==> src/rtl/pipe_stage_reg.sv <==
// pipe_stage_reg: pipeline boundary register for pc / instruction / immediate.
// The stage uses a valid/ready handshake on both sides.
// Control priority on each edge is flush, then stall, then normal flow.
// kill_cnt counts the valid entries that a flush destroys and saturates at
// its maximum value.
// Optional feature: define PIPE_STAGE_SKID_EN to add a second (skid) entry.
// With the skid entry, in_ready comes from a flop and has no combinational
// path from out_ready.
module pipe_stage_reg #(
  parameter int PC_W       = 32,
  parameter int INSTR_W    = 32,
  parameter int IMM_W      = 32,
  parameter int CNT_W      = 8,
  parameter bit FLUSH_ZERO = 1'b1
) (
  input  logic               clk,
  input  logic               rst_n,
  input  logic               flush,
  input  logic               stall,
  input  logic               in_valid,
  output logic               in_ready,
  input  logic [PC_W-1:0]    in_pc,
  input  logic [INSTR_W-1:0] in_instr,
  input  logic [IMM_W-1:0]   in_imm,
  output logic               out_valid,
  input  logic               out_ready,
  output logic [PC_W-1:0]    out_pc,
  output logic [INSTR_W-1:0] out_instr,
  output logic [IMM_W-1:0]   out_imm,
  output logic [CNT_W-1:0]   kill_cnt
);

  typedef struct packed {
    logic [PC_W-1:0]    pc;
    logic [INSTR_W-1:0] instr;
    logic [IMM_W-1:0]   imm;
  } entry_t;

  entry_t             in_ent;
  entry_t             main_q, main_d;
  logic               main_valid_q, main_valid_d;
  logic [CNT_W-1:0]   kill_cnt_q, kill_cnt_d;
  logic [1:0]         held;
  logic [CNT_W:0]     kill_sum;
  logic               in_fire, out_fire;

  assign in_ent    = '{pc: in_pc, instr: in_instr, imm: in_imm};
  assign out_valid = main_valid_q & ~stall & ~flush;
  assign out_fire  = out_valid & out_ready;
  assign in_fire   = in_valid & in_ready;
  assign out_pc    = main_q.pc;
  assign out_instr = main_q.instr;
  assign out_imm   = main_q.imm;
  assign kill_cnt  = kill_cnt_q;

`ifdef PIPE_STAGE_SKID_EN
  entry_t skid_q, skid_d;
  logic   skid_valid_q, skid_valid_d;

  // in_ready depends only on the skid flop and the control inputs.
  // When main is full and blocked, the skid entry absorbs one in-flight beat.
  assign in_ready = ~skid_valid_q & ~stall & ~flush;
  assign held     = {1'b0, main_valid_q} + {1'b0, skid_valid_q};
`else
  // Single entry: accept when empty or when the held entry drains this cycle.
  assign in_ready = ~stall & ~flush & (~main_valid_q | out_ready);
  assign held     = {1'b0, main_valid_q};
`endif

  // Saturating sum of the current kill count and the entries a flush destroys.
  assign kill_sum = {1'b0, kill_cnt_q} + (CNT_W+1)'(held);

  // Next-state selection: flush beats stall, and stall beats normal flow.
  always_comb begin
    main_d       = main_q;
    main_valid_d = main_valid_q;
    kill_cnt_d   = kill_cnt_q;
`ifdef PIPE_STAGE_SKID_EN
    skid_d       = skid_q;
    skid_valid_d = skid_valid_q;
`endif
    if (flush) begin
      main_valid_d = 1'b0;
      kill_cnt_d   = kill_sum[CNT_W] ? {CNT_W{1'b1}} : kill_sum[CNT_W-1:0];
      if (FLUSH_ZERO) main_d = '0;
`ifdef PIPE_STAGE_SKID_EN
      skid_valid_d = 1'b0;
      if (FLUSH_ZERO) skid_d = '0;
`endif
    end else if (!stall) begin
`ifdef PIPE_STAGE_SKID_EN
      if (out_fire) begin
        if (skid_valid_q) begin
          // Refill main from skid. in_ready is low, so no new beat arrives.
          main_d       = skid_q;
          skid_valid_d = 1'b0;
        end else if (in_fire) begin
          main_d = in_ent;
        end else begin
          main_valid_d = 1'b0;
        end
      end else if (in_fire) begin
        if (main_valid_q) begin
          skid_d       = in_ent;
          skid_valid_d = 1'b1;
        end else begin
          main_d       = in_ent;
          main_valid_d = 1'b1;
        end
      end
`else
      if (in_fire) begin
        main_d       = in_ent;
        main_valid_d = 1'b1;
      end else if (out_fire) begin
        main_valid_d = 1'b0;
      end
`endif
    end
  end

  // State registers with asynchronous clear.
  always_ff @(posedge clk or negedge rst_n) begin
    if (!rst_n) begin
      main_q       <= '0;
      main_valid_q <= 1'b0;
      kill_cnt_q   <= '0;
    end else begin
      main_q       <= main_d;
      main_valid_q <= main_valid_d;
      kill_cnt_q   <= kill_cnt_d;
    end
  end

`ifdef PIPE_STAGE_SKID_EN
  // Skid entry registers.
  always_ff @(posedge clk or negedge rst_n) begin
    if (!rst_n) begin
      skid_q       <= '0;
      skid_valid_q <= 1'b0;
    end else begin
      skid_q       <= skid_d;
      skid_valid_q <= skid_valid_d;
    end
  end
`endif

endmodule
==> config.mk <==
export PLATFORM = sky130hd
export DESIGN_NAME = pipe_stage_reg
export DESIGN_NICKNAME = d
export VERILOG_FILES = /design/src/rtl/pipe_stage_reg.sv
export SDC_FILE = /design/constraint.sdc
export NUM_CORES = 1
export LEC_CHECK = 0
export ABC_CLOCK_PERIOD_IN_PS = 3500
export BUFFER_PORTS_ARGS = -buffer_cell sky130_fd_sc_hd__buf_2
export CORE_MARGIN = 2
export CORE_UTILIZATION = 38
export CTS_CLUSTER_SIZE = 30
export DETAILED_ROUTE_END_ITERATION = 6
export GPL_TIMING_DRIVEN = 0
export PLACE_DENSITY_LB_ADDON = 0.25
export REMOVE_ABC_BUFFERS = 1
export SYNTH_ARGS = -nofsm -noshare
export SYNTH_HDL_FRONTEND = slang
export SYNTH_SLANG_ARGS = --single-unit
==> constraint.sdc <==
create_clock -name clk -period 3.5 [get_ports clk]
set_input_delay 0.35 -clock clk [delete_from_list [all_inputs] [get_ports clk]]
set_output_delay 0.35 -clock clk [all_outputs]
set_load 0.01 [all_outputs]
# After elaboration in Yosys (flattened, before gate mapping)
# Index checks and enable logic that the tools add are counted.
totals:
  word_cells: 29
  out_inout_bits: 106
  in_bits: 102
  regBits: 105
op_classes:
  n_reduce_logical: 4
  bitwise: 10
  muxes: 8
  add_sub_neg: 1
  n_eq_ne: 1
op_table:
  columns: ["op", "count"]
  rows:
  - ["$mux 96", 3]
  - ["$add 8x1->9", 1]
  - ["$mux 8", 1]
  - ["$and 1x1->1", 6]
  - ["$mux 1", 4]
  - ["$reduce_and 2->1", 2]
  - ["$not 1->1", 3]
  - ["$reduce_bool 3->1", 1]
  - ["$ne 2x2->1 const B", 1]
  - ["$reduce_bool 2->1", 1]
  - ["$or 1x1->1", 1]

# Longest topological paths before layout
# Gate-level depths: netlist (run 1).
logic_depth:
  word_depth: 8
  ltp_mapped: 5
  mapped_depth_nobuf: 5

# Least setup slack after synthesis (run 1)
# Ideal clock, no wire load.
synth_timing:
  kind: "register -> register"
  from: "register kill_cnt_q[0], in the netlist kill_cnt[0]"
  to: "register kill_cnt_q[6], in the netlist kill_cnt[6]"
  t_required_ns: 3.355
  arrival_ns: 1.263
  synth_period_minus_slack_ns: 1.408
  path_slack_ns: 2.092
  path_stages_with_launch: 6
  setup_time_ns: 0.145
  path_cell_list: "dfrtp_1 > ha_1 > ha_1 > and4_1 > a31oi_1 > a41oi_1"
synth_via:
  elab_chain_len: 2
synth_rtl:
  columns: ["item", "line", "source"]
  rows:
  - ["start: declaration", "42", "logic [CNT_W-1:0] kill_cnt_q, kill_cnt_d;"]
  - ["start signal: assignment", "131", "kill_cnt_q <= kill_cnt_d;"]
  - ["$add 8x1->9", "71", "assign kill_sum = {1'b0, kill_cnt_q} + (CNT_W+1)'(held);"]
  - ["$mux 8", "84", "kill_cnt_d = kill_sum[CNT_W] ? {CNT_W{1'b1}} : kill_sum[CNT_W-1:0];"]
# No other way between the ends.
# A chain may end at the register's enable or synchronous reset.

# Worst setup path in the final report (run 1)
layout_timing:
  from: "register main_valid_q"
  to: "register main_q (netlist bit out_instr[9])"
layout_via:
  elab_chain_len: 6
layout_rtl:
  columns: ["item", "line", "source"]
  rows:
  - ["start: declaration", "41", "logic main_valid_q, main_valid_d;"]
  - ["start signal: assignment", "130", "main_valid_q <= main_valid_d;"]
  - ["$not 1->1", "66", "assign in_ready = ~stall & ~flush & (~main_valid_q | out_ready);"]
  - ["$or 1x1->1", "66", null]
  - ["$and 1x1->1", "66", null]
  - ["$and 1x1->1", "50", "assign in_fire = in_valid & in_ready;"]
  - ["$reduce_bool 2->1 (no source line)", null, null]
  - ["$reduce_and 2->1 (no source line)", null, null]
  - ["end signal: assignment", "129", "main_q <= main_d;"]
  - ["end: declaration", "40", "entry_t main_q, main_d;"]
# No other way between the ends.

==> impl_metrics.toml, run 1 <==
[route]
firstDrtPassIters = 4
num_vias = 3363
ant_nets = 0
avgViaCountPerCell = 4.594
drt_iter0_markers = 129
routed_wl_mm = 10.47
drc = 0
routedWlPerCell_microns = 14.30

[logic_synthesis]
ys_top_cells_by_count = "dfrtp_1, nor2b_1, mux2_2"
synthAdderAreaFrac = 0.005225
synth_flop_cell = "dfrtp_1"
ys_seq_area_frac = 0.5486
synth_area_leaders = "dfrtp_1, mux2_2, nor2b_1, mux2_4, buf_2"
synth-simple-area-share = 0.1533
yosysWarnings = 0
synth_seq_cells = 105
synth_top_area_frac = 0.5486
avgSynthCellArea_sq_um = 13.49
synth_top_family_by_area = "multiplexers"
synth_compound_area_frac = 0.01019
ys_types = 25
synth_top_area_cell = "dfrtp_1"
synth_mux_area_frac = 0.2550
synthCells = 355
synthesis.area_sq_um = 4790
synth_xor_area_frac = 0.001829
async_flop_share = 1.000
synth_edf_count = 0
yosysMostFrequentCell = "dfrtp_1"

[setup_path]
cp_num_buf_inv = 1
crit_path_end_kind = "register"
worstPathCellList = "nand2b_1, nand3_4, buf_16, mux2_4"
critPathArrivalTime_ns = 2.33
path_max_fanout = 50
cp.required_ns = 3.73
r2r-end = "out_instr[9]"
r2r_start = "main_valid_q"
crit_slowest_cell = "nand3_4"
slowest_delay_ns = 0.57
path_class = "register to register"
crit_family = "simple AND/OR/NAND/NOR gates"
startpoint = "main_valid_q"
reg2reg_depth = 4
r2r_slack_ns = 1.40
crit_path_start_kind = "register"

[placement]
dp.cells = 716
place_area_sq_um = 6012
post-dp-hpwl_mm = 7.239
routabilityCongestion = 0.7249
port_buffers = 207

[die]
dieArea_sq_um = 13520
die_x_microns = 116.3
start_util = 0.3842
core_area_sq_um = 12470
io_pins = 208
die_h_microns = 116.3
rows = 41

[timing]
hold_viol = 0
max_freq_mhz = 476.8
fin_crit_ns = 2.097
tightest_slew_ns = 0.7688
post-route-period-util = 0.5993
fin_skew_ns = 0.009478
finalSetupTns_ns = 0
worst_slew_margin_rel = 0.4875
finalSetupViolCount = 0
rsz0062_at_grt = "no"
slew_viol_final = 0

[cts]
postCtsHoldBufs = 0
cts_buffers = 9
htree_levels = 3
cts_setup_buffers = 0
clkTransAtPathRegs_ns = 0.07
cts_tree = "yes"
clock_sinks = 105
clock_latency_ns = 0.35
clock-root-buffer = "clkbuf_16"
max-clock-path-buffers = 2
postCtsResizedCells = 0

[job]
max_cap_viol_count = 0

[final_layout]
stdcell_count = 732
drive_gt1_frac = 0.5786
final_util = 0.5070
seqCellArea_sq_um = 2628
fillers = 1137
diodes = 0
fin_nets = 659
area_delta_synth_final_pct = 31.95
multi_input_area_sq_um = 2046
final_area_sq_um = 6320

[hold_path]
hp-class = "input port to asynchronous set/reset pin"

[power]
power.leakage_uw = 0.003539
power_density_nw_per_um2 = 441.9
p_total_uw = 2793
ir_drop_mv = 0.3380

[grt]
antenna_found_initial = 0
grt_usage = 0.1518
grt_first_pass_wirelength_mm = 16.05
grt_max_degree = 93
grt_overflow = 0
grt_pass1_vias = 3344

[status]
status = "completed"
[worst max path at each step]
stage                     slack [ns]  depth (start not counted)            end
after floorplan                 0.59                          3     out_imm[0]
after global placement         -1.17                          4     out_imm[0]
after detailed placement        1.18                          5  out_instr[20]
after CTS                       1.37                          4  out_instr[30]
after global routing            1.27                          4  out_instr[16]
final                           1.40                          4   out_instr[9]
[report_power, final]
part / internal [uW] / total (uW) / switching (uW)
Clock: 594 / 1040 / 442
Sequential: 1290 / 1350 / 51.4
Combinational: 216 / 411 / 195
Total: 2100 / 2790 / 689
[registers in the layout (all words and copies together) (netlist names)]
| signal | flops |
|---|---|
| out_imm | 32 |
| kill_cnt | 8 |
| out_pc | 32 |
| main_valid_q | 1 |
| out_instr | 32 |
[routing by layer]
| metal | wire (microns) | global-route usage |
|---|---|---|
| met2 | 4756 | 0.2372 |
| met5 | 0 | 0 |
| met3 | 1136 | 0.07473 |
| met4 | 136 | 0.05000 |
| met1 | 4437 | 0.1843 |
[per-stage QoR]
stage / setup WS [ns] / hold WS (ns)
after floorplan: 0.5886 / 0.05441
after global placement: -1.166 / 0.5131
after detailed placement: 1.182 / 0.4593
after CTS: 1.372 / 0.07879
after global routing: 1.273 / 0.1133
final: 1.403 / 0.06196
[cells in the final DEF, fill, tap and decap left out, drive strengths merged]
| master | Yosys | routed |
|---|---|---|
| clkinvlp | 0 | 1 |
| xor2 | 1 | 1 |
| o21ai | 2 | 2 |
| nand4 | 1 | 1 |
| a41oi | 1 | 1 |
| and2 | 2 | 2 |
| dfrtp | 105 | 105 |
| a21oi | 2 | 2 |
| mux2 | 97 | 97 |
| clkinv | 0 | 2 |
| nor2b | 97 | 97 |
| ha | 2 | 2 |
| nand2 | 6 | 6 |
| clkbuf | 5 | 12 |
| nor2 | 4 | 4 |
| nand3 | 2 | 2 |
| mux2i | 2 | 2 |
| a31oi | 2 | 2 |
| bufinv | 0 | 1 |
| and3 | 1 | 1 |
| nand2b | 2 | 2 |
| a21boi | 1 | 1 |
| buf | 16 | 210 |
| and4 | 4 | 4 |
[cell families (layout without fill, tap and decap cells)]
family | after synthesis | count (layout)
multiplexers | 99 | 99
adder cells (fa/ha/maj) | 2 | 2
XOR/XNOR | 1 | 1
AO/OA/AOI/OAI | 8 | 8
AND/OR/NAND/NOR | 119 | 119
flip-flops | 105 | 105
buffers and inverters | 21 | 226
[final cells by class]
type	count	share of cell area
flip-flops and latches	105	0.4158
multi-input cells	229	0.3237
repair buffers	210	0.1778
clock buffers	12	0.04059
well taps	172	0.03405
clock inverters	4	0.008117
No activity file was read; power rests on OpenSTA's default activity.
==> inputs of run 2 (changes only) <==
--- a/config.mk
+++ b/config.mk
@@ -5,7 +5,7 @@
 export SDC_FILE = /design/constraint.sdc
 export NUM_CORES = 1
 export LEC_CHECK = 0
-export ABC_CLOCK_PERIOD_IN_PS = 3500
+export ABC_CLOCK_PERIOD_IN_PS = 1740
 export BUFFER_PORTS_ARGS = -buffer_cell sky130_fd_sc_hd__buf_2
 export CORE_MARGIN = 2
 export CORE_UTILIZATION = 38
==> constraint.sdc (replaced) <==
create_clock -name clk -period 1.74 [get_ports clk]
set_input_delay 0.174 -clock clk [delete_from_list [all_inputs] [get_ports clk]]
set_output_delay 0.174 -clock clk [all_outputs]
set_load 0.01 [all_outputs]
==> impl_metrics.toml, run 2 (synthesized netlist as in run 1, its figures left out) <==
[cts]
cts_tree = "yes"
clkTransAtPathRegs_ns = 0.07
clock-root-buffer = "clkbuf_16"
cts_buffers = 9
clock_latency_ns = 0.35
max-clock-path-buffers = 2
htree_levels = 3
clock_sinks = 105

[setup_path]
worstPathCellList = "nand2b_2, nand3_4, buf_16, mux2_2"
crit_slowest_cell = "dfrtp_1"
crit_path_end_kind = "register"
crit_path_start_kind = "register"
path_max_fanout = 48
cp.required_ns = 1.97
path_class = "register to register"
critPathArrivalTime_ns = 1.78
slowest_delay_ns = 0.41

[timing]
max_freq_mhz = 647.1
hold_viol = 0
slew_viol_final = 0
worst_slew_margin_rel = 0.5066
fin_skew_ns = 0.006567
rsz0062_at_grt = "no"
finalSetupViolCount = 0
post-route-period-util = 0.8882
tightest_slew_ns = 0.7401
fin_crit_ns = 1.545

[job]
max_cap_viol_count = 0

[route]
routed_wl_mm = 10.99
drc = 0
ant_nets = 0
avgViaCountPerCell = 4.591
firstDrtPassIters = 4
num_vias = 3379
routedWlPerCell_microns = 14.93
drt_iter0_markers = 125

[final_layout]
fillers = 1134
final_util = 0.5108
layout_common_cells = "buf_2, dfrtp_1, nor2b_1, mux2_2, mux2_4"
fin_nets = 663
drive_gt1_frac = 0.5816
area_delta_synth_final_pct = 32.94
layout_commonest_cell = "buf_2"
diodes = 0

[power]
p_comb_frac = 0.149
clkPwrFrac = 0.370
p_total_uw = 5633
p_sw_frac = 0.2480
ir_drop_mv = 0.6806
seqPwrFrac = 0.481
p_switching_uw = 1397
power_density_nw_per_um2 = 884.7
power.leakage_uw = 0.003553
p_int_uw = 4236

[die]
core_area_sq_um = 12470
die_h_microns = 116.3
rows = 41
start_util = 0.3842
dieArea_sq_um = 13520
die_x_microns = 116.3
io_pins = 208

[grt]
grt_usage = 0.1613
grt_pass1_vias = 3387
grt_overflow = 0
antenna_found_initial = 0
grt_max_degree = 93
grt_first_pass_wirelength_mm = 16.84

[placement]
port_buffers = 207
routabilityCongestion = 0.7249
post-dp-hpwl_mm = 7.239

[status]
status = "completed"

[hold_path]
hp-class = "input port to register"
==> run 2: path summary, 6_finish.rpt <==
| check | startpoint | to | slack, ns | depth (start not counted) |
|---|---|---|---|---|
| min | in_imm[23] | out_imm[23] | 0.05 | 2 |
| min in group asynchronous | rst_n | out_instr[4] | 0.45 | 2 |
| min reg2reg | kill_cnt[0] | kill_cnt[0] | 0.56 | 2 |
| max reg2reg | main_valid_q | out_instr[2] | 0.19 | 4 |
| max in group asynchronous | rst_n | out_instr[19] | 0.59 | 3 |
| max | main_valid_q | out_instr[2] | 0.19 | 4 |
==> run 2: power by group through the flow <==
stage / sequential, uW / combinational [uW] / clock [uW]
final: 2710 / 841 / 2080
after detailed placement: 2750 / 841 / 0
after global routing: 2730 / 928 / 2250
after floorplan: 2820 / 330 / 0
after CTS: 2710 / 860 / 2150
after global placement: 2740 / 822 / 0
==> run 2: stage by stage <==
stage	hold slack [ns]	TNS, ns	instances	setup WS [ns]	instance area [sq um]
detailed placement	0.2833	-22.34	716	-0.4017	6012
finish	0.05480	0	736	0.1946	6367
floorplan	-0.1216	-112.82	334	-1.170	4666
CTS	0.03998	0	736	0.007058	6365
global placement	0.4061	-340.44	713	-2.750	5917
global route	0.03843	0	736	0.1279	6367
==> run 2: what timing repair did <==
action / 4_1_cts / 5_1_grt
gates resized for setup: 1 / 1
gates cloned: 2 / 0
pin swaps: 1 / 1
setup buffers: 1 / 0
endpoints found under the setup margin: 97 / 37
endpoints found under the hold margin: 55 / 0
hold buffers: 1 / 0
==> run 2: final cells by class <==
class                           count  area, sq um  area share
Sequential cell                   105         2628      0.4127
Multi-Input combinational cell    231         2076      0.3260
Timing Repair Buffer              212         1141      0.1792
Clock buffer                       12        256.5     0.04028
Tap cell                          172        215.2     0.03380
Clock inverter                      4        51.30    0.008057
==> run 2: routing by layer <==
metal / track usage / wire length [microns] / vias to the layer above
met1: 0.1959 / 4617 / 1634
li1: - / - / 1600
met5: 0 / 0 / -
met2: 0.2570 / 5107 / 133
met3: 0.07473 / 1126 / 12
met4: 0.05000 / 134 / 0
==> run 2: worst max-delay path, delay by kind of cell (launching register included) <==
family / cells / cell delay, ns
buffers and inverters: 1 / 0.27
muxes: 1 / 0.38
DFF: 1 / 0.41
and+or+nand+nor: 2 / 0.32
